[src/rtl/ldst_pkg.sv]
// Shared types for the ldst_req/ldst_rsp channel between the execution unit and the
// memory-side responder.
package ldst_pkg;

    localparam int BYTE_LANES = 4;

    typedef enum logic [1:0] {
        LDST_B = 2'd0,
        LDST_H = 2'd1,
        LDST_W = 2'd2
    } ldst_size_e;

    typedef enum logic [1:0] {
        IDLE  = 2'd0,
        ISSUE = 2'd1,
        WAIT  = 2'd2,
        RSP   = 2'd3
    } ldst_state_e;

    typedef struct packed {
        logic [31:0] addr;
        logic        st;
        logic [1:0]  size;
        logic        uns;
        logic [31:0] wdata;
    } ldst_req_t;

    typedef struct packed {
        logic [31:0] rdata;
        logic        err;
    } ldst_rsp_t;

    // Size code 3 has no access width, so it is always treated as misaligned.
    function automatic logic is_misaligned(input logic [1:0] size, input logic [1:0] addr_lo);
        logic bad;
        bad = 1'b0;
        case (size)
            2'd1:    bad = addr_lo[0];
            2'd2:    bad = (addr_lo != 2'b00);
            2'd3:    bad = 1'b1;
            default: bad = 1'b0;
        endcase
        return bad;
    endfunction

endpackage

[src/rtl/ldst_lane_align.sv]
// Byte-lane steering for a 32-bit SRAM: store enables/replication, load shift and
// extension, plus the alignment check.
module ldst_lane_align
    import ldst_pkg::*;
(
    input  logic [1:0]                i_addr_lo,
    input  logic [1:0]                i_size,
    input  logic                      i_uns,
    input  logic [BYTE_LANES*8-1:0]   i_wdata,
    input  logic [BYTE_LANES*8-1:0]   i_rdata,
    output logic [BYTE_LANES-1:0]     o_be,
    output logic [BYTE_LANES*8-1:0]   o_repl_wdata,
    output logic [BYTE_LANES*8-1:0]   o_ext_rdata,
    output logic                      o_misaligned
);

    logic [BYTE_LANES*8-1:0] w_shift;
    logic                    w_sext;

    assign w_shift      = i_rdata >> {i_addr_lo, 3'b000};
    assign o_misaligned = is_misaligned(i_size, i_addr_lo);

    always_comb begin
        o_be         = '0;
        o_repl_wdata = i_wdata;
        o_ext_rdata  = '0;
        w_sext       = 1'b0;
        case (i_size)
            LDST_B: begin
                o_be         = 4'b0001 << i_addr_lo;
                o_repl_wdata = {4{i_wdata[7:0]}};
                w_sext       = ~i_uns & w_shift[7];
                o_ext_rdata  = {{24{w_sext}}, w_shift[7:0]};
            end
            LDST_H: begin
                o_be         = i_addr_lo[1] ? 4'b1100 : 4'b0011;
                o_repl_wdata = {2{i_wdata[15:0]}};
                w_sext       = ~i_uns & w_shift[15];
                o_ext_rdata  = {{16{w_sext}}, w_shift[15:0]};
            end
            LDST_W: begin
                o_be         = 4'hF;
                o_ext_rdata  = w_shift;
            end
            default: begin
                o_be         = '0;
                o_ext_rdata  = '0;
            end
        endcase
    end

endmodule

[src/rtl/ldst_responder.sv]
// Memory-side responder: one outstanding load/store, fixed-latency SRAM access,
// response held until the requester takes it.
module ldst_responder
    import ldst_pkg::*;
#(
    parameter int MEM_LAT = 1,
    parameter int AW      = 32,
    parameter int DW      = 32
) (
    input  logic          clk,
    input  logic          rst,
    input  logic          ldst_req_vld,
    output logic          ldst_req_rdy,
    input  logic [AW-1:0] ldst_req_addr,
    input  logic          ldst_req_st,
    input  logic [1:0]    ldst_req_size,
    input  logic          ldst_req_uns,
    input  logic [DW-1:0] ldst_req_wdata,
    output logic          ldst_rsp_vld,
    input  logic          ldst_rsp_rdy,
    output logic [DW-1:0] ldst_rsp_rdata,
    output logic          ldst_rsp_err,
    output logic          mem_en,
    output logic          mem_we,
    output logic [3:0]    mem_be,
    output logic [AW-1:0] mem_addr,
    output logic [DW-1:0] mem_wdata,
    input  logic [DW-1:0] mem_rdata
);

    localparam int CW = $clog2(MEM_LAT + 1);

    ldst_state_e r_state, w_next;
    logic [AW-1:0] r_addr;
    logic          r_st;
    logic [1:0]    r_size;
    logic          r_uns;
    logic [DW-1:0] r_wdata;
    logic [CW-1:0] r_cnt;
    logic [DW-1:0] r_rdata;
    logic          r_err;

    logic [1:0]    w_addr_lo;
    logic [1:0]    w_size;
    logic [3:0]    w_be;
    logic [DW-1:0] w_repl_wdata;
    logic [DW-1:0] w_ext_rdata;
    logic          w_misaligned;
    logic          w_accept;
    logic          w_last;

    // In IDLE the alignment check must see the live request, afterwards the latched one.
    assign w_addr_lo = (r_state == IDLE) ? ldst_req_addr[1:0] : r_addr[1:0];
    assign w_size    = (r_state == IDLE) ? ldst_req_size      : r_size;
    assign w_accept  = (r_state == IDLE) && ldst_req_vld;
    assign w_last    = (r_state == WAIT) && (r_cnt == CW'(MEM_LAT - 1));

    ldst_lane_align u_align (
        .i_addr_lo    (w_addr_lo),
        .i_size       (w_size),
        .i_uns        (r_uns),
        .i_wdata      (r_wdata),
        .i_rdata      (mem_rdata),
        .o_be         (w_be),
        .o_repl_wdata (w_repl_wdata),
        .o_ext_rdata  (w_ext_rdata),
        .o_misaligned (w_misaligned)
    );

    always_ff @(posedge clk or posedge rst) begin
        if (rst) begin
            r_state <= IDLE;
        end else begin
            r_state <= w_next;
        end
    end

    always_comb begin
        w_next         = r_state;
        ldst_req_rdy   = 1'b0;
        ldst_rsp_vld   = 1'b0;
        ldst_rsp_rdata = '0;
        ldst_rsp_err   = 1'b0;
        mem_en         = 1'b0;
        mem_we         = 1'b0;
        mem_be         = '0;
        mem_addr       = '0;
        mem_wdata      = '0;
        case (r_state)
            IDLE: begin
                ldst_req_rdy = 1'b1;
                if (ldst_req_vld) begin
                    w_next = w_misaligned ? RSP : ISSUE;
                end
            end
            ISSUE: begin
                mem_en    = 1'b1;
                mem_we    = r_st;
                mem_be    = w_be;
                mem_addr  = {r_addr[AW-1:2], 2'b00};
                mem_wdata = w_repl_wdata;
                w_next    = WAIT;
            end
            WAIT: begin
                if (w_last) begin
                    w_next = RSP;
                end
            end
            RSP: begin
                ldst_rsp_vld   = 1'b1;
                ldst_rsp_rdata = r_rdata;
                ldst_rsp_err   = r_err;
                if (ldst_rsp_rdy) begin
                    w_next = IDLE;
                end
            end
            default: w_next = IDLE;
        endcase
    end

    always_ff @(posedge clk or posedge rst) begin
        if (rst) begin
            r_addr  <= '0;
            r_st    <= 1'b0;
            r_size  <= '0;
            r_uns   <= 1'b0;
            r_wdata <= '0;
            r_cnt   <= '0;
            r_rdata <= '0;
            r_err   <= 1'b0;
        end else begin
            if (w_accept) begin
                r_addr  <= ldst_req_addr;
                r_st    <= ldst_req_st;
                r_size  <= ldst_req_size;
                r_uns   <= ldst_req_uns;
                r_wdata <= ldst_req_wdata;
                r_err   <= w_misaligned;
                r_rdata <= '0;
            end
            if (r_state == ISSUE) begin
                r_cnt <= '0;
            end else if (r_state == WAIT) begin
                r_cnt <= r_cnt + 1'b1;
            end
            // Stores report zero data; loads take the SRAM word on its valid cycle.
            if (w_last) begin
                r_rdata <= r_st ? '0 : w_ext_rdata;
            end
        end
    end

endmodule

[config.mk]
export PLATFORM = sky130hd
export DESIGN_NAME = ldst_responder
export DESIGN_NICKNAME = d
export VERILOG_FILES = /design/src/rtl/ldst_pkg.sv /design/src/rtl/ldst_lane_align.sv /design/src/rtl/ldst_responder.sv
export SDC_FILE = /design/constraint.sdc
export NUM_CORES = 1
export LEC_CHECK = 0
export BUFFER_PORTS_ARGS = -buffer_cell sky130_fd_sc_hd__buf_2
export CAP_MARGIN = 20
export CORE_ASPECT_RATIO = 2
export CORE_MARGIN = 4
export CORE_UTILIZATION = 45
export CTS_BUF_LIST = sky130_fd_sc_hd__clkbuf_4 sky130_fd_sc_hd__clkbuf_8 sky130_fd_sc_hd__clkbuf_16
export CTS_CLUSTER_SIZE = 30
export DETAILED_ROUTE_END_ITERATION = 6
export PLACE_DENSITY_LB_ADDON = 0.3
export SLEW_MARGIN = 5
export SYNTH_ARGS = -nofsm -noshare
export SYNTH_HDL_FRONTEND = slang
export SYNTH_HIERARCHICAL = 1
export SYNTH_SLANG_ARGS = --single-unit
[constraint.sdc]
create_clock -name clk -period 4.9 [get_ports clk]
set_clock_uncertainty 0.2 [all_clocks]
set_input_delay 0.49 -clock clk [delete_from_list [all_inputs] [get_ports clk]]
set_output_delay 0.49 -clock clk [all_outputs]
set_load 0.005 [all_outputs]
======== Yosys cells after proc, flatten, opt, wreduce, memory -nomap -nowiden ========
Cells that the tools add are included.
word-level totals
  flip-flop bits (word level) ............. 104
  input bits .............................. 104
  output and inout bits ................... 105
  logic and storage cells ................. 59
cells by class
  add/subtract/negate cells ............... 1
  eq/ne operators ......................... 9
  shifts and indexed selects .............. 2
  multiplexer cells ....................... 26
  bitwise logic cells ..................... 4
  reduce and logical (&&, ||, !) cells .... 8
operators by type and width
  cell                                                                   number
  32-bit 2-to-1 mux                                                      6
  32-bit case mux with 3 select lines                                    1
  32-bit case mux with 2 select lines                                    1
  32-bit by 5-bit right shift with 32-bit output                         1
  2-bit 2-to-1 mux                                                       6
  4-bit case mux with 3 select lines                                     1
  2-bit equality test, second input constant                             4
  4-bit 2-to-1 mux                                                       2
  2-bit case mux with 4 select lines                                     1
  1-bit 2-to-1 mux                                                       7
  2-bit inequality test, second input constant                           3
  2-bit nonzero test                                                     3
  2-bit by 1-bit equality test with 1-bit output, second input constant  2
  2-bit zero test                                                        2
  1-bit by 2-bit << shifter with 4-bit output, first input constant      1
  1-bit case mux with 3 select lines                                     1
  3-bit AND reduction                                                    1
  1-bit bitwise AND                                                      2
  1-bit logical AND                                                      2
  1-bit NOT                                                              2
  1-bit adder, second input constant                                     1

======== Logic depth before layout (Yosys ltp) ========
Gate-level depths: netlist of the first run.
  word-level depth ........................ 7
  mapped depth ............................ 11
  mapped depth without buffers ............ 7

======== Cells and area by module ========
The synthesis of the first run kept the hierarchy.
by module, submodules not included
  module           instances  cells each  area each (µm²)  sequential area each (µm²)
  ldst_responder   1          358         4674.5           2602.5
  ldst_lane_align  1          172         1357.6           0.0

======== Worst setup path after synthesis of the first run ========
OpenSTA, ideal clock, no wires.
  kind .................................... register -> output
  start point ............................. reg r_state[0]
  end point ............................... out mem_be[1]
  arrival time ............................ 2055 ps
  required time ........................... 4210 ps
  slack ................................... 2155 ps
  stages on the path, launching flop included .. 12
  path buffers ............................ 4
  cell sequence ........................... dfrtp_1 inv_1 ha_1 buf_4 mux2_2 buf_4 buf_6 buf_4 inv_1 o21ai_0 a21oi_1 and2_1
between the ends
  word-level cells in the longest chain between the ends .. 5
  elaborated cells on any way between the ends .. 11
  classes of those cells .................. eq/ne (3); shift (1); mux (5); reduce/logical (2)
ends and longest elaborated chain
  element                                                                          RTL line                                      source
  start: declaration                                                               ldst_responder.sv:33                          ldst_state_e r_state, w_next;
  start signal: assignment                                                         ldst_responder.sv:74                          r_state <= w_next;
  2-bit zero test *                                                                ldst_responder.sv:53                          assign w_addr_lo = (r_state == IDLE) ? ldst_req_addr[1:0] : r_addr[1:0];
  2-bit 2-to-1 mux *                                                               ldst_responder.sv:53
  net w_addr_lo[1]                                                                 ldst_responder.sv:43                          logic [1:0] w_addr_lo;
  4-bit 2-to-1 mux or 1-bit by 2-bit << shifter with 4-bit output (tied branches)  ldst_lane_align.sv:36, ldst_lane_align.sv:30
  4-bit case mux with 3 select lines *                                             ldst_lane_align.sv:28                         case (i_size)
  net w_be[1]                                                                      ldst_responder.sv:45                          logic [3:0] w_be;
  4-bit 2-to-1 mux *                                                               ldst_responder.sv:89                          case (r_state)
  end: declaration                                                                 ldst_responder.sv:25                          output logic [3:0] mem_be,
The timed path passes the listed nets; every way through them passes the cells marked *.

======== Worst setup path after layout of the first run ========
  start point ............................. reg r_state[1]
  end point ............................... out mem_wdata[13]
between the ends
  word-level cells in the longest chain between the ends .. 5
  elaborated cells on any way between the ends .. 7
  classes of those cells .................. eq/ne (2); mux (3); reduce/logical (2)
ends and longest elaborated chain
  element                                                                            RTL line               source
  2-bit zero test *                                                                  ldst_responder.sv:54   assign w_size = (r_state == IDLE) ? ldst_req_size : r_size;
  2-bit 2-to-1 mux *                                                                 ldst_responder.sv:54
  net w_size[1]                                                                      ldst_responder.sv:44   logic [1:0] w_size;
  2-bit by 1-bit equality test with 1-bit output or 2-bit zero test (tied branches)  ldst_lane_align.sv:28
  32-bit case mux with 2 select lines *                                              ldst_lane_align.sv:28
  net w_repl_wdata[13]                                                               ldst_responder.sv:46   logic [DW-1:0] w_repl_wdata;
  32-bit 2-to-1 mux *                                                                ldst_responder.sv:89
  end: declaration                                                                   ldst_responder.sv:27   output logic [DW-1:0] mem_wdata,
Marked as above.

==> metrics, run 1 <==
Hold WS=119 ps; Final TNS setup=0 ps; CTS tree=yes; CP Buf/Inv Count=2; cts hold-fix bufs=0; final wirelength=16700 um; Fin. Hold Viols=0; core box area=13100 sq um; # H-tree levels=3; P_int=0.00295 W; Distinct cells, synth=37; P_sw=0.00200 W; slowest CP cell=mux2_2; Clk Latency, worst-skew pair=340 ps; Max-Cap Viols=0; clk slew on worst S/H paths=70 ps; input/output buffers=206; r2r worst-path depth=7; status=complete, no violations; grt ovf=0; First DRT Iteration DRCs=194; CTS sink cnt=104; CTS Buf Count=9; die height=172 um; startpoint types=flip-flop; R2R setup slack=1480 ps; first-pass GRT wire length=26100 um; Max Fclk=0.266 GHz; DR pass1 iterations=4; fin crit period=3760 ps; area of the die=15400 sq um; power density over cell area=684 nW/um^2; Post-Syn Instances=530; Max-slew headroom=35.4%; critical path, cell by cell=inv_1 -> ha_1 -> mux2_2 -> nor2_4 -> mux2_2 -> and2_1 -> buf_2; max-slew violation count=0; via count=4641; antenna cell count=0; largest family of logic cells by synthesized area=multiplexers; combinational power share=54.5%; Setup Buffers After CTS=0; post-synthesis adder-cell area fraction=0.830%; Post-synth EDFFs=0; initial antenna violation count=0; Initial Util=46.2%; Synth Area in Compound Gates=13.0%; pre-CTS WS=1500 ps; simple-gate share of the synthesized area=14.6%; Final setup viols=0; final setup margin=1140 ps; commonest cells after routing, fill and taps aside=buf_2 (206), dfrtp_1 (104), and2_1 (101), mux2_2 (79), a22o_1 (32); CP Class=flip-flop to output pin; IO Pins=209; Layout area overhead=20.0%; crit path DAT=3070 ps; critical path fanouts, max=34; Ys Warns=6; post-cts sizing count=0; CP peak stage delay=670 ps; Tot GR Track Use=21.5%; Synth Area in XOR/XNOR=0.145%; largest net degree at the start of global routing=70; Clock Power Share=13.8%; share of layout cells above drive strength 1=48.0%; asr flop ratio synth=100%; Die X-Extent=89.9 um; Crit. End Element=output pin; vias in the first global route=5034; ys flop type=dfrtp_1; post-synthesis mux area share=22.3%; # rows=59; DRC errors left=0; period utilization=76.8%; Fillers=1157; vias per cell=5.45; Placer Congestion=0.864; crit-path most repeated cell=mux2_2; nets=803; required time of the critical path=4210 ps; HP Class=input pin to asynchronous set/reset pin; peak supply drop=0.315 mV; R2R Path End=r_rdata[18]; family with the most delay on the worst path=multiplexers; sequential area share after synthesis=43.1%; sw frac=40.4%; commonest non-fill, non-tap cell in the layout=buf_2; origin of the critical flop-to-flop path=r_state[1]; Reg power frac=31.7%; worst slew pin tran=969 ps; Syn Std Cell Area=6030 sq um; mean cell area of the mapped netlist=11.4 sq um; wire per inst=19.6 um; Longest Clk Path Bufs=2; Root Driver=clkbuf_16; RSZ-0062 raised after global routing=false; Final HPWL DP=12400 um; Leak=3.69 nW; Final ANT Viol Nets=0; Yosys reg bits=104
==> metal layers <==
| layer | wire length, um | global-route usage [%] | vias to the layer above |
|---|---|---|---|
| met3 | 1110 | 4.95 | 39 |
| li1 | - | - | 2183 |
| met2 | 8870 | 39.7 | 183 |
| met5 | 0 | 0 | - |
| met1 | 5860 | 21.8 | 2236 |
| met4 | 865 | 13.1 | 0 |
==> registers in the layout, summed over array words and instances, names as in the netlist <==
register,count
r_size,2
r_wdata,32
r_err,1
r_uns,1
r_st,1
r_cnt,1
r_state,2
r_rdata,32
r_addr,32
==> synth_stat cells, types with 2 or more instances <==
cell | instances | area (sq um)
nor2b_1 | 10 | 62.6
a2bb2oi_1 | 7 | 61.3
o221ai_1 | 5 | 43.8
mux2i_1 | 28 | 280
mux2_4 | 10 | 150
o21ai_1 | 8 | 40.0
a22o_1 | 32 | 280
o211ai_2 | 8 | 100
buf_6 | 5 | 56.3
o221ai_2 | 4 | 60.1
and2_1 | 101 | 632
inv_1 | 6 | 22.5
nor2_1 | 5 | 18.8
a21oi_1 | 6 | 30.0
nand2_1 | 18 | 67.6
o21ai_0 | 10 | 50.1
mux2_2 | 79 | 890
ha_1 | 4 | 50.1
a211oi_1 | 14 | 105
buf_2 | 18 | 90.1
clkbuf_1 | 16 | 60.1
dfrtp_1 | 104 | 2600
nand2b_1 | 2 | 12.5
buf_4 | 17 | 128
==> how the worst max path moves through the flow <==
stage | depth (start not counted) | slack [ps] | endpoint | from
6_report | 7 | 1140 | mem_wdata[13] | r_state[1]
5_1_grt | 7 | 980 | mem_wdata[13] | r_state[0]
4_1_cts | 7 | 1130 | mem_wdata[13] | r_state[0]
3_5_place_dp | 7 | 1500 | mem_wdata[13] | r_state[0]
3_3_place_gp | 7 | 1590 | mem_wdata[14] | r_state[0]
2_1_floorplan | 1 | 1480 | r_addr[0] | rst
==> area by class of cell <==
class,count,area (sq um),area share (%)
Timing Repair Buffer,209,1050,14.6
Clock inverter,7,53.8,0.744
Sequential cell,104,2600,36.0
Clock buffer,9,225,3.11
Inverter,7,28.8,0.398
Tap cell,152,190,2.63
Multi-Input combinational cell,364,3080,42.6
==> logic make-up (layout without fill, tap and decap cells) <==
family / count (synthesis) / after routing
buffers and inverters: 63 / 232
DFF: 104 / 104
AOI/OAI and AO/OA: 96 / 96
and+or+nand+nor: 143 / 143
muxes: 118 / 118
xor gates and xnor gates: 1 / 1
adders and majority gates: 4 / 4
other: 1 / 2
==> worst register-to-register path, stage by stage (launching register included) <==
cell and delay [ps]:
dfrtp_1 420, inv_1 110, ha_1 460, mux2_2 730
mux4_2 660, nand3b_4 310, o221ai_1 200, a22o_1 230
==> metrics by stage <==
stage	total power (W)	cells	area, sq um	utilization [%]
finish	0.00495	852	7240	55.4
CTS	0.00499	852	7240	55.4
global route	0.00531	852	7240	55.4
detailed placement	0.00429	836	6960	53.2
global placement	0.00418	836	6960	53.2
floorplan	0.00359	531	6040	-
==> power groups by stage <==
stage	Combinational, W	Clock, W	Sequential (W)
6_report	0.00270	0.000685	0.00157
3_3_place_gp	0.00262	0	0.00157
2_1_floorplan	0.00213	0	0.00146
4_1_cts	0.00271	0.000699	0.00157
5_1_grt	0.00296	0.000731	0.00162
3_5_place_dp	0.00270	0	0.00159
Note: power is estimated with default switching activity, not from simulation.
==> run 2, diff against run 1 <==
==> constraint.sdc (replaced) <==
create_clock -name clk -period 3.7 [get_ports clk]
set_clock_uncertainty 0.2 [all_clocks]
set_input_delay 0.37 -clock clk [delete_from_list [all_inputs] [get_ports clk]]
set_output_delay 0.37 -clock clk [all_outputs]
set_load 0.005 [all_outputs]
==> run 2 against run 1 <==
Net effect:
- flip-flop and latch count unchanged
- first-iteration DRC count down 30%
- critical path type unchanged
- critical path depth unchanged
- power up 35%
- clock power up 42%
- largest cell class unchanged
- critical endpoint unchanged
- count of clock-buffer cells in the layout up 1
- sequential power up 32%
- hold slack worse by 62 ps
- utilization up 0.79 points
- combinational power up 34%
==> metrics, run 2 (same netlist as run 1, synthesis figures left out) <==
DR pass1 iterations=4; first-pass GRT wire length=26200 um; IO Pins=209; placed cell count=842; crit-path most repeated cell=mux2_2; Layout Cells excl Fill=861; Leak=3.74 nW; Max-Cap Viols=0; commonest cells after routing, fill and taps aside=buf_2 (206), dfrtp_1 (104), and2_1 (101), mux2_2 (79), a22o_1 (32); Fillers=1141; First DRT Iteration DRCs=135; period utilization=91.9%; die height=172 um; commonest non-fill, non-tap cell in the layout=buf_2; critical path fanouts, max=20; Worst Setup EP=mem_wdata[13]; Longest Clk Path Bufs=2; HP Class=input pin to flip-flop; Crit. End Element=output pin; nets=810; final wirelength=16400 um; CTS tree=yes; initial antenna violation count=2; family with the most delay on the worst path=multiplexers; Die X-Extent=89.9 um; CP peak stage delay=580 ps; slowest CP cell=mux2_2; share of layout cells above drive strength 1=48.5%; worst slew pin tran=968 ps; Initial Util=46.2%; vias in the first global route=5077; core box area=13100 sq um; Final TNS setup=0 ps; critical path, cell by cell=inv_1 -> ha_2 -> mux2_2 -> nor2_4 -> mux2_2 -> and2_1 -> buf_2; # H-tree levels=3; Final setup viols=0; required time of the critical path=3130 ps; largest net degree at the start of global routing=70; input/output buffers=206; Worst Setup SP=r_state[1]; origin of the critical flop-to-flop path=r_state[1]; startpoint types=flip-flop; Seq. cell area=2600 sq um; Root Driver=clkbuf_16; Layout area overhead=21.7%; # rows=59; R2R setup slack=800 ps; Fin. Hold Viols=0; area of the multi-input gates=3080 sq um; status=complete, no violations; wire per inst=19.0 um; DRC errors left=0; max-slew violation count=0; Max-slew headroom=35.5%; Max Fclk=0.294 GHz; Final ANT Viol Nets=0; vias per cell=5.38; biggest regs=r_addr (32), r_rdata (32), r_wdata (32); Levels on crit path=7; Clk Latency, worst-skew pair=340 ps; fin crit period=3400 ps; CP Class=flip-flop to output pin; crit path DAT=2830 ps; via count=4631; power density over cell area=908 nW/um^2; CTS sink cnt=104; Setup Buffers After CTS=0; R2R Path End=r_rdata[16]; area of the die=15400 sq um; r2r worst-path depth=7; Final HPWL DP=12400 um; peak supply drop=0.463 mV; clk slew on worst S/H paths=80 ps; CP Buf/Inv Count=2; Tot GR Track Use=21.1%; CTS Buf Count=9; grt ovf=0; Placer Congestion=0.865; RSZ-0062 raised after global routing=false
==> run 2: cell type report <==
| type | count | area share [%] |
|---|---|---|
| diodes | 2 | 0.0682 |
| clock buffers | 10 | 3.17 |
| clock inverters | 6 | 1.02 |
| inverters | 7 | 0.392 |
| multi-input cells | 364 | 42.0 |
| flip-flops and latches | 104 | 35.5 |
| well taps | 152 | 2.59 |
| repair buffers | 216 | 15.3 |
==> run 2: how the worst min path moves through the flow <==
stage,from,endpoint,depth (start not counted)
final,ldst_req_addr[26],r_addr[26],2
after global routing,ldst_req_addr[26],r_addr[26],2
after CTS,ldst_req_addr[11],r_addr[11],2
after detailed placement,r_addr[11],r_addr[11],1
after global placement,r_rdata[26],r_rdata[26],1
after floorplan,r_rdata[10],r_rdata[10],1
==> run 2: worst register-to-register path, delay by kind of cell (launching register included) <==
| family | cells | cell delay (ps) |
|---|---|---|
| AOI/OAI and AO/OA | 2 | 420 |
| adders and majority gates | 1 | 360 |
| and+or+nand+nor | 1 | 310 |
| muxes | 2 | 940 |
| buffers and inverters | 1 | 120 |
| DFF | 1 | 410 |
==> run 2: per-stage QoR <==
stage	area [sq um]	hold slack, ps	util, %	setup slack (ps)	total power [W]
2_1_floorplan	6040	264	-	398	0.00475
3_3_place_gp	7010	280	53.7	627	0.00560
3_5_place_dp	7010	286	53.7	529	0.00571
4_1_cts	7330	45.1	56.1	133	0.00672
6_report	7340	56.9	56.2	298	0.00666
5_1_grt	7340	46.9	56.2	146	0.00716
==> run 2: layer usage <==
| layer | track usage, % | vias to the layer above | wire length (um) |
|---|---|---|---|
| met4 | 11.5 | 0 | 875 |
| li1 | - | 2199 | - |
| met1 | 22.1 | 2213 | 5910 |
| met3 | 4.81 | 41 | 1000 |
| met2 | 39.1 | 178 | 8570 |
| met5 | 0 | - | 0 |
==> run 2: where the power goes <==
group	leakage (nW)	switching, W	internal, W
combinational	2.31	0.00182	0.00179
clock	0.149	0.000432	0.000542
sequential	1.29	0.000367	0.00171
==> run 2: repair_timing <==
item / in CTS / in global routing
hold buffers: 1 / 0
endpoints found under the hold margin: 53 / 0
setup endpoints to repair: 0 / 4
resized for setup: 0 / 1
==> run 3, diff against run 2 <==
--- a/config.mk
+++ b/config.mk
@@ -17,5 +17,4 @@
 export SLEW_MARGIN = 5
 export SYNTH_ARGS = -nofsm -noshare
 export SYNTH_HDL_FRONTEND = slang
-export SYNTH_HIERARCHICAL = 1
 export SYNTH_SLANG_ARGS = --single-unit
==> run 3 against run 2 <==
Net effect:
- largest power group unchanged
- via count fell by 1.3%
- cell count fell by 1.9%
- sequential share of layout area rose by 0.80 points
- utilization rose by 2.3 points
- register-to-register slack got worse by 360 ps
- setup slack improved by 7.8 ps
- count of clock-buffer cells in the layout fell by 1
- sequential power fell by 2%
- synthesized area fell by 5.6%
- power fell by 10%
- critical path depth rose by 1
==> metrics, run 3 <==
status=complete, no violations; Max-slew headroom=37.8%; # H-tree levels=3; # rows=57; largest net degree at the start of global routing=71; Final ANT Viol Nets=0; Ys Warns=0; Area after DPL=6860 sq um; Synth Area in Compound Gates=12.0%; post-synthesis adder-cell area fraction=0.879%; slowest CP cell=ha_1; input/output buffers=206; IO Pins=209; biggest regs=r_addr (32), r_rdata (32), r_wdata (32); Final HPWL DP=12000 um; Max-Cap Viols=0; clk slew on worst S/H paths=90 ps; Post-synth EDFFs=0; worst slew pin tran=933 ps; post-cts sizing count=0; Final setup viols=0; via count=4570; First DRT Iteration DRCs=174; Hold Startpoint=ldst_req_addr[23]; Fillers=1091; Clk Latency, worst-skew pair=340 ps; Synth top area share=45.7%; origin of the critical flop-to-flop path=r_state[0]; power density over cell area=834 nW/um^2; Final TNS setup=0 ps; area leader, netlist=dfrtp_1; Distinct cells, synth=49; vias in the first global route=4931; fin area=7180 sq um; antenna cell count=0; Leak=3.81 nW; Fin. Hold Viols=0; Worst Hold Endpoint=r_addr[23]; Max Fclk=0.295 GHz; post-synthesis mux area share=23.2%; Longest Clk Path Bufs=2; commonest non-fill, non-tap cell in the layout=buf_2; largest family of logic cells by synthesized area=multiplexers; placed cell count=828; first-pass GRT wire length=25000 um; grt ovf=0; sequential area share after synthesis=45.7%; r2r worst-path depth=8; critical path fanouts, max=17; Layout area overhead=26.0%; startpoint types=flip-flop; Placer Congestion=0.857; fin crit period=3390 ps; R2R Path End=r_rdata[28]; Yosys reg bits=104; Layout Cells excl Fill=845; DRC errors left=0; R2R setup slack=440 ps; Syn Std Cell Area=5690 sq um; WHS Path Cells=2; PnR Total Power=0.00599 W; mean cell area of the mapped netlist=11.5 sq um; Synth Area in XOR/XNOR=0.308%; Root Driver=clkbuf_16; vias per cell=5.41; required time of the critical path=3130 ps; top cells by instance count after synthesis=dfrtp_1 (104), and2_1 (72), mux2_2 (70); HP Class=input pin to flip-flop; CTS Buf Count=9; Hold WS=43.7 ps; nets=801; ranking of synthesized cells by area=dfrtp_1 (46%), mux2_2 (14%), and2_1 (7.9%), mux2i_1 (7.4%), nand2_1 (2.3%); die height=167 um; cts hold-fix bufs=1; CP Class=flip-flop to output pin; period utilization=91.7%; asr flop ratio synth=100%; final wirelength=15800 um; commonest cells after routing, fill and taps aside=buf_2 (206), dfrtp_1 (104), and2_1 (72), mux2_2 (70), mux2i_1 (41); CP peak stage delay=740 ps; peak supply drop=0.474 mV; Crit. End Element=output pin; RSZ-0062 raised after global routing=false; ys flop type=dfrtp_1; initial antenna violation count=0; wire per inst=18.6 um; Post-Syn Instances=496; share of layout cells above drive strength 1=45.8%; Initial Util=46.4%; core box area=12300 sq um; Tot GR Track Use=21.5%; most numerous cell in the Yosys netlist=dfrtp_1; critical path, cell by cell=inv_1 -> ha_1 -> nor3_1 -> a21oi_1 -> buf_4 -> mux2i_1 -> nor2b_1 -> buf_2; Die X-Extent=87.5 um; max-slew violation count=0; crit path DAT=2820 ps; CTS sink cnt=104; DR pass1 iterations=4; CTS tree=yes; area of the die=14600 sq um; Setup Buffers After CTS=0; simple-gate share of the synthesized area=14.6%
run 3: cell count changes in the layout (fill, tap and decap cells not counted), sizes merged, moves of 13 or more:
cell / delta
a22o: -31
and2: -29
mux2i: +19
mux2: -18
nand2: +16
a211oi: -13
run 3: cell families (layout without fill, tap and decap cells):
group | Yosys count | count (layout)
other cells | 1 | 2
xor+xnor | 2 | 2
simple gates | 145 | 145
buf+inv | 40 | 241
mux | 118 | 118
compound gates | 82 | 82
fa+ha+maj | 4 | 4
flops | 104 | 104
run 3: worst max-delay path by stage:
stage | end | slack [ps] | from
4_1_cts | mem_wdata[9] | 280 | r_state[0]
6_report | mem_wdata[9] | 310 | r_state[0]
5_1_grt | mem_wdata[9] | 70 | r_state[0]
2_1_floorplan | r_addr[0] | 400 | rst
3_3_place_gp | r_rdata[31] | 650 | r_state[0]
3_5_place_dp | r_rdata[28] | 440 | r_state[0]
run 3: critical path, delay by kind of cell (launching register included):
| family | cells | cell delay (ps) |
|---|---|---|
| multiplexers | 1 | 210 |
| adder cells (fa/ha/maj) | 1 | 740 |
| AO/OA/AOI/OAI | 1 | 370 |
| buffers and inverters | 3 | 520 |
| flip-flops | 1 | 410 |
| AND/OR/NAND/NOR | 2 | 230 |
run 3: cell type report:
cell class / count / area, sq um / area share [%]
Sequential cell: 104 / 2600 / 36.3
Clock buffer: 9 / 225 / 3.14
Tap cell: 147 / 184 / 2.56
Inverter: 8 / 32.5 / 0.453
Timing Repair Buffer: 217 / 1120 / 15.6
Clock inverter: 7 / 86.3 / 1.20
Multi-Input combinational cell: 353 / 2930 / 40.8
run 3: stage by stage:
step	util (%)	worst slack, ps
final	58.5	306
after global routing	58.5	72.5
after CTS	58.5	279
after detailed placement	55.9	438
after global placement	55.9	652
after floorplan	-	398
run 3: per-layer routing:
layer  up-vias  GRT usage, %  share of wire, %  wire length [um]
met4         0          10.5               4.5               703
met5         -             0                 0                 0
met2       193          37.4                52              8200
met3        37          5.34               7.7              1210
met1      2193          23.5                36              5650
li1       2147             -                 -                 -
run 3: where the power goes:
group          total, W  internal, W  switching (W)  leakage, nW
registers       0.00204      0.00167       0.000367         1.29
logic           0.00299      0.00149        0.00150         2.37
clock network  0.000958     0.000484       0.000474        0.150
